===== src/rtl/toggle_rx.sv =====
// Receiver for toggle-encoded events from another clock domain: synchronizes the
// level, strobes once per transition and queues events in a saturating counter.
module toggle_rx #(
  parameter int SYNC_STAGES = 2,
  parameter int CNT_W       = 4
) (
  input  logic             clk,
  input  logic             reset,
  input  logic             t_in,
  output logic             level,
  output logic             pulse,
  output logic             ev_valid,
  input  logic             ev_ready,
  output logic [CNT_W-1:0] pend,
  output logic             ovf,
  input  logic             ovf_clr
);

  localparam logic [CNT_W-1:0] MAX       = '1;
  localparam int               WARM_W    = 3;
  localparam logic [WARM_W-1:0] WARM_LOAD = WARM_W'(SYNC_STAGES + 1);

  typedef enum logic [1:0] {EMPTY, HOLD, FULL} state_t;

  logic [SYNC_STAGES-1:0] r_sync;
  logic                   r_prev;
  logic                   r_pulse;
  logic [WARM_W-1:0]      r_warm;
  logic                   w_det;

  state_t                 r_state;
  state_t                 w_state_nxt;
  logic [CNT_W-1:0]       r_pend;
  logic [CNT_W-1:0]       w_pend_nxt;
  logic                   r_ev_valid;
  logic                   r_ovf;
  logic                   w_ovf_nxt;
  logic                   w_accept;
  logic                   w_drop;

  function automatic logic [CNT_W-1:0] pend_inc(input logic [CNT_W-1:0] p);
    return (p == MAX) ? MAX : p + CNT_W'(1);
  endfunction

  function automatic logic [CNT_W-1:0] pend_dec(input logic [CNT_W-1:0] p);
    return (p == '0) ? '0 : p - CNT_W'(1);
  endfunction

  // Stage: synchronizer chain, edge detect and registered strobe
  assign w_det = (r_sync[SYNC_STAGES-1] != r_prev) && (r_warm == '0);

  always_ff @(posedge clk or negedge reset) begin
    if (!reset) begin
      r_sync  <= '0;
      r_prev  <= 1'b0;
      r_pulse <= 1'b0;
      r_warm  <= WARM_LOAD;
    end else begin
      r_sync  <= {r_sync[SYNC_STAGES-2:0], t_in};
      r_prev  <= r_sync[SYNC_STAGES-1];
      r_pulse <= w_det;
      if (r_warm != '0) r_warm <= r_warm - WARM_W'(1);
    end
  end

  // Stage: pending-event FSM; a strobe and an accept in the same cycle cancel out
  always_comb begin
    w_accept    = r_ev_valid & ev_ready;
    w_drop      = 1'b0;
    w_pend_nxt  = r_pend;
    w_state_nxt = r_state;
    if (r_pulse && !w_accept) begin
      if (r_state == FULL) begin
        w_drop = 1'b1;
      end else begin
        w_pend_nxt  = pend_inc(r_pend);
        w_state_nxt = (w_pend_nxt == MAX) ? FULL : HOLD;
      end
    end else if (w_accept && !r_pulse) begin
      w_pend_nxt  = pend_dec(r_pend);
      w_state_nxt = (w_pend_nxt == '0) ? EMPTY : HOLD;
    end
    w_ovf_nxt = w_drop | (r_ovf & ~ovf_clr);
  end

  always_ff @(posedge clk or negedge reset) begin
    if (!reset) begin
      r_state    <= EMPTY;
      r_pend     <= '0;
      r_ev_valid <= 1'b0;
      r_ovf      <= 1'b0;
    end else begin
      r_state    <= w_state_nxt;
      r_pend     <= w_pend_nxt;
      r_ev_valid <= (w_state_nxt != EMPTY);
      r_ovf      <= w_ovf_nxt;
    end
  end

  assign level    = r_sync[SYNC_STAGES-1];
  assign pulse    = r_pulse;
  assign ev_valid = r_ev_valid;
  assign pend     = r_pend;
  assign ovf      = r_ovf;

endmodule


===== config.mk =====
export PLATFORM = sky130hd
export DESIGN_NAME = toggle_rx
export DESIGN_NICKNAME = d
export VERILOG_FILES = /design/src/rtl/toggle_rx.sv
export SDC_FILE = /design/constraint.sdc
export NUM_CORES = 1
export LEC_CHECK = 0
export CORE_MARGIN = 5
export CORE_UTILIZATION = 46
export CTS_CLUSTER_SIZE = 20
export DETAILED_ROUTE_END_ITERATION = 10
export GPL_TIMING_DRIVEN = 0
export PLACE_DENSITY_LB_ADDON = 0.12
export SLEW_MARGIN = 20
export SYNTH_ARGS = -nofsm -noshare
export SYNTH_HDL_FRONTEND = slang
export SYNTH_SLANG_ARGS = --single-unit

===== constraint.sdc =====
create_clock -name clk -period 1.29 [get_ports clk]
set_input_delay 0.258 -clock clk [delete_from_list [all_inputs] [get_ports clk]]
set_output_delay 0.258 -clock clk [all_outputs]
set_load 0.03 [all_outputs]

==> impl_metrics.toml <==
[run_status]
status = "complete, but fails checks"
failed_checks = "negative setup slack"

[min_path]
hold_path_class = "in -> reg"
hold_start = "ev_ready"

[logic_synthesis]
netlist_area_um2 = 856
ys.flop_type = "dfrtp_1"
synth.top_cell.area_share = 0.380
synth_simple_gate_area_frac = 0.142
synth-xor-area-share = 0.0205
synth.area.top_cells = "dfrtp_1 38%, dfstp_2 6.1%, ha_1 5.8%, a21oi_1 4.7%, nor2_1 3.5%"
synth_top_cell_by_area = "dfrtp_1"
synthAdderAreaFrac = 0.0585
synthCells = 84
synth_top_family_by_area = "compound AO/OA/AOI/OAI gates"
postSynth.asyncResetShare = 1.00
seq_area_frac_synth = 0.442
synth_compound_area_frac = 0.266
synthMuxAreaShare = 0.0249
yosys_warnings = 0
avgSynthCellArea_um2 = 10.2
synth_cell_types = 37
synth_nets = 93
synth_edf_count = 0
ys_ff_latch = 15

[die]
die_y_um = 53.1
die_x_um = 53.1
die_area_um2 = 2820
core_area_um2 = 1750
num_io_pins = 13
initial_utilization = 0.490
row_count = 15

[place]
place_inst = 120
dp_hpwl_mm = 1.22
placed_area_um2 = 1020
place_congestion = 0.821
io_buffers = 11

[sta]
min_period_over_period = 1.06
skew_ps = 2.22
slew_viol_final = 0
fin_setup_tns_ps = -379
slew_headroom = 0.538
holdWs_ps = 322
finalHoldViolCount = 0
max_freq_ghz = 0.732
period_needed_ps = 1370
worst_slack_ps = -75.2
setup_viol = 7
tightest_slew_ps = 690
rsz0062_at_grt = "true"

[power]
p_per_area_nw_per_um2 = 2100
power.total_uw = 2480
ir_drop_mv = 1.34
p_leak_uw = 0.000474

[flow_run]
maxCapViolations = 0

[layout]
fin_cells = 134
layout_common_cells = "7 x a21oi_1, 7 x nor2_1, 7 x dfrtp_1, 7 x buf_4, 6 x dfrtp_2"
area_growth_pct = 37.9
n_antenna_cell = 0
drive_gt1_frac = 0.477
finalNetCount = 119
fin_area_um2 = 1180

[global_route]
grt_pass1_wl_mm = 3.06
grt_overflow_total = 0
grt_max_degree = 16
first_global_vias = 717
grt_antenna_before_repair = 0
track_usage = 0.149

[detailed_routing]
remaining_drc_errors = 0
dr_wl_met2_um = 927
topRoutingLayerUsed = "met4"
first_iter_violations = 16
wire_per_inst_um = 14.3
wl_met3_um = 63
first_pass_iters = 4
ant_nets = 0
met1_length_um = 902
wl_mm = 1.91
routed_via_density = 5.41
dr_total_vias = 725

[setup_path]
critPathKind = "reg -> reg"
critPathMaxStageDelay_ps = 430
endpoint_kind = "register"
crit_start = "pend[0]"
cp_slowest_cell = "dfrtp_2"
required_ps = 1490
crit_family = "compound AO/OA/AOI/OAI gates"
crit_arrival_ps = 1570
r2r_start = "pend[0]"
crit_buf_inv = 0
path_cells = "ha_2 -> nor2_1 -> a211oi_1 -> a21oi_1 -> a31oi_1"
path_max_fanout = 8
critPathLaunchType = "register"

[clocking]
root_buffer = "clkbuf_4"
cts_tree = "done"
cts_buffer_depth = 2
hold_buffers = 0
cts.sinks = 15
path_clk_slew_ps = 90
cts_made_buffers = 3
clock_latency_ps = 280
cts_max_level = 1
routing by layer:
metal	track usage	vias up
met1	0.190	349
met3	0.0338	4
met4	0.0511	0
li1	-	359
met2	0.246	13
met5	0	-
synth_stat cells, types with 3 or more instances:
master and number:
nor2_1 8, o21ai_0 4, nor2b_1 3, dfrtp_1 13, nand2_1 4, inv_1 5, nand3_1 3, a21oi_1 8
ha_1 4
what timing repair did:
action,CTS,global route
endpoints found under the setup margin,15,11
resized for setup,33,10
setup buffers,9,2
pin swaps,6,4
worst register-to-register path, stage by stage, from the launching register on:
cell      delay [ps]
dfrtp_2          430
ha_2             300
nor2_1            70
a211oi_1         210
a21oi_1           80
a31oi_1          190
report_power, final:
group	total, uW	internal [uW]	leakage, uW	switching [uW]
clock network	268	120	0.0000150	148
logic	1460	669	0.000291	795
registers	748	598	0.000168	151
final timing paths:
path	end	slack (ps)	depth (start not counted)
min in group asynchronous	r_sync[0]	390	1
min	ev_valid	320	2
max	pend[1]	-80	5
max in group asynchronous	ev_valid	420	1
min reg2reg	r_sync[1]	370	0
max reg2reg	pend[1]	-80	5
state kept, by name, summed over array words and instances, names as in the netlist:
register	count
r_sync	2
r_state	2
pulse	1
pend	4
r_prev	1
r_warm	3
ovf	1
ev_valid	1
stage by stage:
stage	setup slack [ps]	util
after detailed placement	-144	0.587
after floorplan	-75.0	-
after CTS	-41.2	0.661
after global routing	-151	0.676
final	-75.2	0.676
after global placement	-135	0.587
cells by family (layout without fill, tap and decap cells):
| logic type | Yosys count | in the layout |
|---|---|---|
| AO/OA/AOI/OAI | 29 | 29 |
| XOR/XNOR | 2 | 2 |
| adder cells (fa/ha/maj) | 4 | 4 |
| buffers and inverters | 8 | 33 |
| flip-flops | 15 | 15 |
| multiplexers | 2 | 2 |
| AND/OR/NAND/NOR | 24 | 24 |
layout make-up:
class / instances / area (um^2)
inverters: 5 / 21.3
fillers: 133 / 566
multi-input cells: 61 / 498
well taps: 25 / 31.3
flip-flops and latches: 15 / 385
repair buffers: 22 / 208
clock buffers: 4 / 26.3
plain buffers: 2 / 10.0
Note: power is estimated with default switching activity, not from simulation.
